===== src/rtl/result_frame_tx.sv =====
// Result frame serializer for the Helios host byte protocol: header bytes, then per-round correction bytes.
// Optional FRAME_CHECKSUM_EN appends an XOR checksum byte after the last correction byte.
module result_frame_tx #(
    parameter int CORRECTION_BYTES = 9,
    parameter int ROUNDS           = 5,
    parameter int ROUND_AW         = 3
) (
    input  logic                          clk,
    input  logic                          reset,
    input  logic                          start,
    input  logic [31:0]                   iteration_count,
    input  logic [31:0]                   cycle_count,
    output logic                          corr_rd_en,
    output logic [ROUND_AW-1:0]           corr_rd_addr,
    input  logic [CORRECTION_BYTES*8-1:0] corr_rd_data,
    output logic [7:0]                    output_data,
    output logic                          output_valid,
    input  logic                          output_ready,
    output logic                          busy,
    output logic                          done
);

    localparam int IDX_W = (CORRECTION_BYTES > 1) ? $clog2(CORRECTION_BYTES) : 1;
    localparam logic [IDX_W-1:0]    LAST_IDX   = IDX_W'(CORRECTION_BYTES - 1);
    localparam logic [ROUND_AW-1:0] LAST_ROUND = ROUND_AW'(ROUNDS - 1);

    typedef enum logic [3:0] {
        IDLE,
        HDR_ITER,
        HDR_HI,
        HDR_LO,
        FETCH,
        LOAD,
        STREAM,
`ifdef FRAME_CHECKSUM_EN
        CSUM,
`endif
        DONE
    } state_t;

    state_t                        state;
    logic [15:0]                   cycle_field;
    logic [CORRECTION_BYTES*8-1:0] shift;
    logic [IDX_W-1:0]              idx;
    logic [ROUND_AW-1:0]           round;
    logic                          xfer;
`ifdef FRAME_CHECKSUM_EN
    logic [7:0]                    csum;
`endif

    function automatic logic [7:0] sat_iter(input logic [31:0] v);
        return (v > 32'd255) ? 8'hFF : v[7:0];
    endfunction

    function automatic logic [15:0] sat_cycle(input logic [31:0] v);
        return (v > 32'd65535) ? 16'hFFFF : v[15:0];
    endfunction

    assign xfer = output_valid && output_ready;

    // All outputs are registered: each transition loads the values the next state presents.
    always_ff @(posedge clk) begin
        if (reset) begin
            state        <= IDLE;
            output_valid <= 1'b0;
            output_data  <= '0;
            corr_rd_en   <= 1'b0;
            corr_rd_addr <= '0;
            busy         <= 1'b0;
            done         <= 1'b0;
            round        <= '0;
            idx          <= '0;
        end else begin
`ifdef FRAME_CHECKSUM_EN
            if (xfer) begin
                csum <= csum ^ output_data;
            end
`endif
            case (state)
                IDLE: begin
                    done <= 1'b0;
                    if (start) begin
                        cycle_field  <= sat_cycle(cycle_count);
                        output_data  <= sat_iter(iteration_count);
                        output_valid <= 1'b1;
                        busy         <= 1'b1;
                        round        <= '0;
`ifdef FRAME_CHECKSUM_EN
                        csum         <= 8'h00;
`endif
                        state        <= HDR_ITER;
                    end
                end
                HDR_ITER: begin
                    if (xfer) begin
                        output_data <= cycle_field[15:8];
                        state       <= HDR_HI;
                    end
                end
                HDR_HI: begin
                    if (xfer) begin
                        output_data <= cycle_field[7:0];
                        state       <= HDR_LO;
                    end
                end
                HDR_LO: begin
                    if (xfer) begin
                        output_valid <= 1'b0;
                        corr_rd_en   <= 1'b1;
                        corr_rd_addr <= round;
                        state        <= FETCH;
                    end
                end
                FETCH: begin
                    corr_rd_en <= 1'b0;
                    state      <= LOAD;
                end
                LOAD: begin
                    // Read data arrives the cycle after the strobe, i.e. now.
                    shift        <= corr_rd_data;
                    idx          <= '0;
                    output_data  <= corr_rd_data[7:0];
                    output_valid <= 1'b1;
                    state        <= STREAM;
                end
                STREAM: begin
                    if (xfer) begin
                        if (idx != LAST_IDX) begin
                            idx         <= idx + IDX_W'(1);
                            output_data <= shift[8*(int'(idx) + 1) +: 8];
                        end else if (round != LAST_ROUND) begin
                            round        <= round + ROUND_AW'(1);
                            corr_rd_addr <= round + ROUND_AW'(1);
                            corr_rd_en   <= 1'b1;
                            output_valid <= 1'b0;
                            state        <= FETCH;
                        end else begin
`ifdef FRAME_CHECKSUM_EN
                            // Fold in the byte being accepted right now.
                            output_data <= csum ^ output_data;
                            state       <= CSUM;
`else
                            output_valid <= 1'b0;
                            busy         <= 1'b0;
                            done         <= 1'b1;
                            state        <= DONE;
`endif
                        end
                    end
                end
`ifdef FRAME_CHECKSUM_EN
                CSUM: begin
                    if (xfer) begin
                        output_valid <= 1'b0;
                        busy         <= 1'b0;
                        done         <= 1'b1;
                        state        <= DONE;
                    end
                end
`endif
                DONE: begin
                    done  <= 1'b0;
                    state <= IDLE;
                end
                default: begin
                    state <= IDLE;
                end
            endcase
        end
    end

endmodule

===== config.mk =====
export PLATFORM = sky130hd
export DESIGN_NAME = result_frame_tx
export DESIGN_NICKNAME = d
export VERILOG_FILES = /design/src/rtl/result_frame_tx.sv
export SDC_FILE = /design/constraint.sdc
export NUM_CORES = 1
export LEC_CHECK = 0
export ABC_AREA = 1
export CAP_MARGIN = 5
export CELL_PAD_IN_SITES_DETAIL_PLACEMENT = 1
export CELL_PAD_IN_SITES_GLOBAL_PLACEMENT = 1
export CORE_MARGIN = 5
export CORE_UTILIZATION = 37
export DETAILED_ROUTE_END_ITERATION = 10
export PLACE_DENSITY = 0.88
export SYNTH_ARGS = -nofsm -noshare
export SYNTH_HDL_FRONTEND = slang
export SYNTH_SLANG_ARGS = --single-unit

===== constraint.sdc =====
create_clock -name clk -period 14.3 [get_ports clk]
set_input_delay 2.86 -clock clk [delete_from_list [all_inputs] [get_ports clk]]
set_output_delay 2.86 -clock clk [all_outputs]
set_load 0.1 [all_outputs]

# Yosys cells after proc, flatten, opt, wreduce, memory -nomap -nowiden
# Cells that the tools add are included.
# totals
input_bits	140
out_inout_bits	15
ff_bits	114
wordCells	100
# op_classes
n_mux	43
n_bitwise	1
reduce_logical	21
eq_ne	18
order_cmp	2
shift	1
add_sub_neg	3
# ops
operator	n
$shiftx 72x9->8	1
$mux 8	6
$pmux 8 s5	1
$gt 32x16->1 const B	1
$gt 32x8->1 const B	1
$mux 4	8
$pmux 4 s7	1
$reduce_and 5->1	5
$ne 2x2->1 const B	9
$eq 4x3->1 const B	4
$mux 3	5
$mux 1	14
$pmux 3 s2	2
$reduce_and 6->1	2
$eq 4x2->1 const B	2
$pmux 4 s2	1
$reduce_bool 2->1	4
$reduce_and 3->1	2
$add 4x1->5 const B	1
$reduce_bool 5->1	1
$add 4x1->4 const B	1
$eq 4x1->1 const B	1
$logic_not 4->1	1
$ne 4x4->1 const B	1
other kinds (13)	14

# Depth between registers and ports, before layout
# Gate-level depths: netlist (run 1).
# depth
depth_word	5
ltp_mapped	12
depth_no_buf	9

# Worst setup path before layout (run 1)
# OpenSTA, ideal clock, no wires.
# synth_timing
path_kind	input to register
start	in reset
end	reg shift[10], enable pin
setup_time_ns	0.486
slack_ns	7.831
t_arrival_ns	5.983
required_time_ns	13.814
path_buffers	2
stages	3
cell_sequence	clkbuf_1 > clkbuf_1 > nor2_1
# synth_between
elab_chain_cells	2
# synth_lines
item	line	source
from (decl)	9	input logic reset,
$not 1->1 (no source line)	--	
$reduce_and 2->1 (no source line)	--	
to (signal assigned)	120	shift <= corr_rd_data;
to (decl)	43	logic [CORRECTION_BYTES*8-1:0] shift;
# Every way passes these cells.
# A chain may end at the register's enable or synchronous reset.

# Worst setup path after layout (run 1)
# layout_timing
start	reg output_valid
end	out output_valid
# layout_rtl
item	line	source
from (decl)	17	output logic output_valid,
from (signal assigned)	65	output_valid <= 1'b0;
from (signal assigned)	85	output_valid <= 1'b1;
from (signal assigned)	108	output_valid <= 1'b0;
# No word-level cell between the ends.

==> results of run 1 <==
## per-layer routing
layer / routed length, um / GRT usage (%)
met4: 235 / 6.87
met5: 0 / 0
met1: 6020 / 20.4
met2: 8510 / 36.3
met3: 1010 / 3.64
## layout make-up
class	count	share of cell area, %
Multi-Input combinational cell	377	24.5
Sequential cell	105	41.1
Tap cell	180	3.19
Clock inverter	7	0.939
Timing Repair Buffer	157	22.2
Clock buffer	9	3.19
Inverter	92	4.89
## worst max-delay path by stage
stage | startpoint | end | slack, ns | depth (start not counted)
finish | output_valid | output_valid | 9.58 | 1
global route | reset | shift[31] | 9.52 | 3
CTS | reset | cycle_field[13] | 9.40 | 2
detailed placement | reset | cycle_field[8] | 9.02 | 2
global placement | reset | cycle_field[0] | 9.15 | 2
floorplan | reset | shift[10] | 7.83 | 3
## layout by cell type (no fill, tap or decap), drive strengths merged
cell type,synthesis,routed
nand3,68,68
nand4,11,11
ha,5,5
nor2,55,55
o21ai,13,13
a31oi,1,1
inv,89,93
xor2,3,3
a211oi,1,1
or2,1,1
nand3b,1,1
nand2,188,188
clkbuf,6,9
buf,17,3
clkdlybuf4s50,0,154
edfxtp,80,80
nor3,1,1
nor4,4,4
a21oi,25,25
clkinvlp,0,1
dfxtp,25,25
clkinv,3,5
## kinds of logic after synthesis
logic type / synth area share, %
and+or+nand+nor: 27.8
AOI/OAI and AO/OA: 4.13
DFF: 56.7
adders and majority gates: 1.22
buffers and inverters: 9.65
xor gates and xnor gates: 0.513
## through the flow
stage / util, % / hold slack, ns / std cells / power, mW / instance area (sq um)
after floorplan: - / 0.479 / 597 / 0.588 / 5120
after global placement: 49.3 / 0.434 / 910 / 0.667 / 6760
after detailed placement: 49.3 / 0.442 / 910 / 0.678 / 6760
after CTS: 51.4 / 0.453 / 926 / 0.922 / 7050
after global routing: 51.5 / 0.481 / 927 / 0.961 / 7060
final: 51.5 / 0.447 / 927 / 0.917 / 7060
## registers in the layout (all words and copies together) (netlist names), 3 cells and up
signal        count
cycle_field      16
state             3
idx               4
corr_rd_addr      3
output_data       8
shift            64
round             3
## tightest hold or removal path: cells and delay by family (launching register included)
family	cells	cell delay, ns
buffers and inverters	1	0.05
AOI/OAI and AO/OA	1	0.05
DFF	1	0.31
## power groups by stage
stage / logic, mW / registers [mW] / clock network (mW)
after global routing: 0.331 / 0.369 / 0.262
after CTS: 0.307 / 0.366 / 0.249
after global placement: 0.297 / 0.371 / 0
final: 0.307 / 0.366 / 0.244
after detailed placement: 0.305 / 0.373 / 0
after floorplan: 0.149 / 0.439 / 0
==> flow_summary.toml, run 1 <==
[outcome]
status = "finished, final reports clean"

[yosys]
ys_ff_latch = 105
synth_most_common_cell = "nand2_1"
yosys-top-cells-area = "edfxtp_1 47%, nand2_1 14%, dfxtp_1 9.8%, nand3_1 6.4%, inv_1 6.3%"
synth_flop_cell = "edfxtp_1"
syn-cell-area_sq_mm = 0.00512
yosysTopAreaCell = "edfxtp_1"
synth_edf_count = 80
syn_nets = 742
ys_types = 31
yosysSeqAreaShare_pct = 56.7
netlist_instances = 597
synth_commonest_cells = "186 x nand2_1, 86 x inv_1, 80 x edfxtp_1, 65 x nand3_1, 52 x nor2_1"
async_flop_share_pct = 0
synth_top_cell_area_share_pct = 46.9
synth.avg_cell_area_sq_um = 8.58
yosysWarningCount = 0

[critical_path]
regToRegEndpoint = "idx[2]"
rrSetupSlack_ns = 11.00
cp_top_family = "buffers and inverters"
path_cells = "clkdlybuf4s50_1"
r2r-start = "idx[0]"
cp_data_arrival_time_ns = 1.86
cp_max_fo = 3
cp_num_buf_inv = 1
crit_path_top_delay_cell = "clkdlybuf4s50_1"
end_kind = "output port"
critPathKind = "register to output port"
critPathLaunchType = "register"
cp_data_required_time_ns = 11.44
reg2reg_depth = 10
max_stage_delay_ns = 1.14

[die]
coreArea_sq_mm = 0.0137
ioPinCount = 155
dieHeight_um = 128
die_width_um = 128
die_area_sq_mm = 0.0163
fp-row-count = 43
initial_utilization_pct = 37.3

[route]
drtIter0Drc = 238
antenna_left = 0
drcViolationCount = 0
finalWirelength_mm = 15.8
vias_per_cell = 4.88
wl_per_cell_um = 17.0
dr.pass1.iters = 5
vias = 4528

[timing]
hold_viol_final = 0
report.final.slew_viol_count = 0
worst_pin_slew_ns = 1.01
slew_headroom_pct = 32.5
setup_viol = 0
fmax_ghz = 0.212
rsz0062_at_grt = "no"
period_minus_slack_ns = 4.72
worst_slack_ns = 9.58
finalCritPeriodShare_pct = 33.0
fin_worst_skew_ns = 0.0153
finalSetupTns_ns = 0

[grt]
grt_pass1_wl_mm = 24.1
grt-ovfl-total = 0
grt_max_degree = 65
grt_pass1_vias = 4899
grt_use_total_pct = 18.9
antenna_found_initial = 0

[clock_tree]
clockRootBuffer = "clkbuf_16"
cts_hold_buf = 0
insertion_delay_ns = 0.36
cts-htree-levels = 3
cts_buffers = 9
cts_resized = 0
clkSinkCount = 105
cts_tree = "done"
clockBufferDepth = 2
clk_pin_slew_ns = 0.07
cts_setup_buffers = 0

[worst_hold_path]
holdPathEnd = "corr_rd_addr[1]"
hold_path.class = "register to register"
min_from = "corr_rd_addr[1]"
holdPathStages = 2

[cells_and_area]
fill_cells = 1607
nNetsFinal = 887
final_layout_size_suffix_gt1_share_pct = 4.42
area_growth_pct = 38.0
diodes = 0
regArea_sq_mm = 0.00290
multiInputGateArea_sq_mm = 0.00173

[power_and_ir_drop]
pwr-share-seq_pct = 39.9
ir_worst_vdd_v = 0.0000581
power.internal_mw = 0.572
swShare_pct = 37.6
power_density_mw_per_mm2 = 130
p_leak_nw = 2.84
clkPwrFrac_pct = 26.6
power_frac_comb_pct = 33.5
switchingPower_mw = 0.344

[placement]
dp_hpwl_mm = 12.1
place_ws_ns = 9.02
gp_congestion = 0.822
io_buffers = 154

[run]
maxCapViolCount = 0
Note: power is estimated with default switching activity, not from simulation.
==> inputs of run 2 (changes only) <==
- CORE_UTILIZATION: 37 -> 35
- PLACE_DENSITY: 0.88 -> 0.84
- clock period: 14.3 -> 4.4 ns (I/O delays scaled with it)
==> run 2 against run 1 <==
Effect of this change:
- critical path depth stayed put
- clock skew is 0.0069 ns lower
- sequential power grew to 3.3 times the previous value
- first-iteration DRC count is 14% lower
==> flow_summary.toml, run 2 (synthesis results as in run 1) <==
[grt]
grt-ovfl-total = 0
grt_pass1_wl_mm = 23.8
antenna_found_initial = 0
grt_pass1_vias = 4823
grt_use_total_pct = 18.2
grt_max_degree = 65

[clock_tree]
cts_resized = 0
clockRootBuffer = "clkbuf_16"
clk_pin_slew_ns = 0.07
insertion_delay_ns = 0.35
cts-htree-levels = 3
clkSinkCount = 105
clockBufferDepth = 2
cts_hold_buf = 0
cts_buffers = 9
cts_tree = "done"
cts_setup_buffers = 0

[critical_path]
path_cells = "clkdlybuf4s50_1"
cp_data_arrival_time_ns = 1.87
cp_top_family = "buffers and inverters"
cp_max_fo = 3
end_kind = "output port"
cp_data_required_time_ns = 3.52
reg2reg_depth = 10
critPathKind = "register to output port"
crit_path_top_delay_cell = "clkdlybuf4s50_1"
cp_num_buf_inv = 1
critPathLaunchType = "register"
max_stage_delay_ns = 1.15
crit_cells = 1

[timing]
period_minus_slack_ns = 2.75
slew_headroom_pct = 32.0
report.final.slew_viol_count = 0
finalCritPeriodShare_pct = 62.5
hold_viol_final = 0
setup_viol = 0
worst_pin_slew_ns = 1.02
fin_worst_skew_ns = 0.00835
finalSetupTns_ns = 0
rsz0062_at_grt = "no"
fmax_ghz = 0.364
worst_slack_ns = 1.65

[die]
die_width_um = 131
initial_utilization_pct = 35.5
coreArea_sq_mm = 0.0144
fp-row-count = 44
dieHeight_um = 131
ioPinCount = 155
die_area_sq_mm = 0.0171

[cells_and_area]
final_layout_size_suffix_gt1_share_pct = 4.14
multiInputGateArea_sq_mm = 0.00173
area_growth_pct = 37.7
largest_reg_flops = 64
regArea_sq_mm = 0.00290
mostFrequentLayoutCell = "nand2_1"
diodes = 0
regMostFlops = "shift"
final_cell_mix = "186 x nand2_1, 154 x clkdlybuf4s50_1, 86 x inv_1"
nNetsFinal = 889
top_regs = "shift (64), cycle_field (16), output_data (8)"
fill_cells = 1739
fin_area_sq_mm = 0.00705

[run]
maxCapViolCount = 0

[worst_hold_path]
holdPathStages = 2
hold_path.class = "register to register"

[placement]
placed_area_sq_mm = 0.00679
io_buffers = 154
place_ws_ns = 1.37
gp_congestion = 0.815
dp_hpwl_mm = 12.0

[route]
drcViolationCount = 0
dr.pass1.iters = 4
finalWirelength_mm = 15.5
drtIter0Drc = 204
vias_per_cell = 4.85
antenna_left = 0
vias = 4518
wl_per_cell_um = 16.6

[power_and_ir_drop]
power_mw = 2.92
power_density_mw_per_mm2 = 414
p_leak_nw = 2.82
ir_worst_vdd_v = 0.000233

[outcome]
status = "finished, final reports clean"
## run 2: worst paths after layout
kind,endpoint,startpoint,slack (ns)
min,corr_rd_addr[1],corr_rd_addr[1],0.45
max,output_valid,output_valid,1.65
min reg2reg,corr_rd_addr[1],corr_rd_addr[1],0.45
max reg2reg,output_data[2],idx[1],1.83
## run 2: layout make-up
class	count	area share, %
Tap cell	184	3.27
Clock inverter	5	0.444
Timing Repair Buffer	159	22.4
Clock buffer	10	3.25
Sequential cell	105	41.2
Multi-Input combinational cell	377	24.6
Inverter	92	4.90
## run 2: where the power goes
group / leakage (nW) / switching (mW) / internal (mW)
clock network: 0.120 / 0.347 / 0.379
registers: 0.875 / 0.0651 / 1.13
logic: 1.83 / 0.663 / 0.334
total: 2.82 / 1.08 / 1.84
## run 2: metal layers
metal	part of all wire, %	track usage (%)	vias up
met4	2.4	5.75	0
met5	0	0	-
met2	54	34.1	115
li1	-	-	2203
met1	40	20.4	2177
met3	4.2	3.82	23
## run 2: through the flow
step           hold slack, ns  cells  util, %
2_1_floorplan           0.479    597        -
3_3_place_gp            0.437    917     47.1
3_5_place_dp            0.441    917     47.1
4_1_cts                 0.452    932     48.9
5_1_grt                 0.476    932     48.9
6_report                0.449    932     48.9
==> inputs of run 3 (changes only) <==
- CORE_UTILIZATION: 35 -> 31
- PLACE_DENSITY: 0.84 -> 0.79
- clock period: 4.4 -> 2.38 ns (I/O delays scaled with it)
==> run 3 against run 2 <==
Effect of this change:
- power grew 90%
- sequential power grew 82%
- critical path depth grew 8
- flip-flop and latch count is the same
- clock power grew 110%
- sequential share of layout area shrank 0.87 points
- global-route usage shrank 2.1 points
- first-iteration DRC count shrank 13%
- critical endpoint is now output_data[2]
- largest cell class unchanged
==> flow_summary.toml, run 3 (synthesis results as in run 1) <==
[clock_tree]
insertion_delay_ns = 0.36
clk_pin_slew_ns = 0.08
clockBufferDepth = 2
cts_buffers = 9
cts_hold_buf = 0
cts_setup_buffers = 0
clockRootBuffer = "clkbuf_16"
cts_resized = 0
clkSinkCount = 105
cts_tree = "done"
cts-htree-levels = 3

[die]
fp-row-count = 47
die_width_um = 139
coreArea_sq_mm = 0.0164
ioPinCount = 155
initial_utilization_pct = 31.2
dieHeight_um = 139
die_area_sq_mm = 0.0192

[critical_path]
critPathLaunchType = "register"
crit_start = "state[1]"
reg2reg_depth = 9
crit_path_top_delay_cell = "dfxtp_1"
cp_data_arrival_time_ns = 2.17
cp_max_fo = 16
max_stage_delay_ns = 0.49
critPathKind = "register to register"
path_cells = "inv_2, nand3_1, nand2_1, nor2_4, nand2_1, nor2_1, nor2_1, nand2_1, a21oi_1"
r2r-start = "state[1]"
rrSetupSlack_ns = 0.46
end_kind = "register"
cp_data_required_time_ns = 2.63
timing.critical_path.to = "output_data[2]"
regToRegEndpoint = "output_data[2]"
cp_common_cell = "nand2_1"

[cells_and_area]
nNetsFinal = 902
diodes = 0
final_cell_mix = "186 x nand2_1, 139 x clkdlybuf4s50_1, 86 x inv_1"
fill_cells = 1927
regMostFlops = "shift"
utilization_pct = 43.9
largest_reg_flops = 64
mostFrequentLayoutCell = "nand2_1"
top_regs = "shift (64), cycle_field (16), output_data (8)"
area_growth_pct = 40.6
final_layout_size_suffix_gt1_share_pct = 8.14

[timing]
finalCritPeriodShare_pct = 80.8
worst_slack_ns = 0.457
period_minus_slack_ns = 1.92
setup_viol = 0
slew_headroom_pct = 60.1
finalSetupTns_ns = 0
fmax_ghz = 0.520
fin_worst_skew_ns = 0.00800
rsz0062_at_grt = "no"
worst_pin_slew_ns = 0.597
hold_viol_final = 0
report.final.slew_viol_count = 0

[grt]
grt_pass1_vias = 4790
grt_max_degree = 55
grt_pass1_wl_mm = 24.4
antenna_found_initial = 0
grt_use_total_pct = 16.1
grt-ovfl-total = 0

[route]
finalWirelength_mm = 15.3
dr.pass1.iters = 4
m1WireLength_mm = 6.65
topRoutingLayerUsed = "met4"
wl_met2_mm = 7.71
drtIter0Drc = 178
route.met3.wl_um = 727
vias = 4457
drcViolationCount = 0
antenna_left = 0
wl_per_cell_um = 15.6
vias_per_cell = 4.54

[placement]
dp_hpwl_mm = 11.9
io_buffers = 154
place_ws_ns = 0.357
gp_congestion = 0.803

[power_and_ir_drop]
swShare_pct = 37.9
switchingPower_mw = 2.10
clkPwrFrac_pct = 27.0
pwr-share-seq_pct = 39.2
ir_worst_vdd_v = 0.000418
power_frac_comb_pct = 33.9
power.internal_mw = 3.44
power_mw = 5.55
p_leak_nw = 2.94
power_density_mw_per_mm2 = 770

[worst_hold_path]
hold_path.class = "register to register"

[run]
maxCapViolCount = 0

[outcome]
status = "finished, final reports clean"
-- run 3: stage by stage --
stage	instance area, sq um	hold WS [ns]	instances
2_1_floorplan	5130	0.479	597
5_1_grt	7200	0.477	982
3_3_place_gp	6910	0.439	966
3_5_place_dp	6910	0.443	966
4_1_cts	7200	0.454	982
6_report	7200	0.453	982
-- run 3: area by class of cell --
type | count | area, sq um | area share, %
tap | 220 | 275 | 3.82
sequential | 105 | 2900 | 40.3
inverter | 92 | 345 | 4.80
clock buffer | 9 | 225 | 3.13
multi-input combinational | 377 | 1730 | 24.0
timing repair buffer | 172 | 1650 | 22.9
clock inverter | 7 | 68.8 | 0.956
-- run 3: metal layers --
metal  track usage (%)  vias to the layer above
li1                  -                     2234
met1              19.2                     2095
met2              28.5                      110
met3              4.11                       18
met4              4.73                        0
met5                 0                        -
-- run 3: worst min path at each step --
| stage | end | slack, ns | from | depth (start not counted) |
|---|---|---|---|---|
| after detailed placement | corr_rd_addr[2] | 0.44 | corr_rd_addr[2] | 2 |
| final | corr_rd_addr[2] | 0.45 | corr_rd_addr[2] | 2 |
| after global placement | corr_rd_addr[2] | 0.44 | corr_rd_addr[2] | 2 |
| after global routing | corr_rd_addr[1] | 0.48 | corr_rd_addr[1] | 2 |
| after floorplan | round[0] | 0.48 | round[0] | 2 |
| after CTS | corr_rd_addr[2] | 0.45 | corr_rd_addr[2] | 2 |
-- run 3: worst max-delay path, delay by kind of cell, from the launching register on --
| kind | cells | cell delay, ns |
|---|---|---|
| AND/OR/NAND/NOR | 7 | 1.08 |
| AO/OA/AOI/OAI | 1 | 0.06 |
| flip-flops | 1 | 0.49 |
| buffers and inverters | 1 | 0.18 |
-- run 3: power by group through the flow --
| stage | sequential (mW) | clock, mW | combinational, mW |
|---|---|---|---|
| after floorplan | 2.64 | 0 | 0.898 |
| after global placement | 2.21 | 0 | 1.85 |
| after detailed placement | 2.22 | 0 | 1.89 |
| after CTS | 2.17 | 1.53 | 1.90 |
| after global routing | 2.19 | 1.61 | 2.04 |
| final | 2.17 | 1.49 | 1.88 |
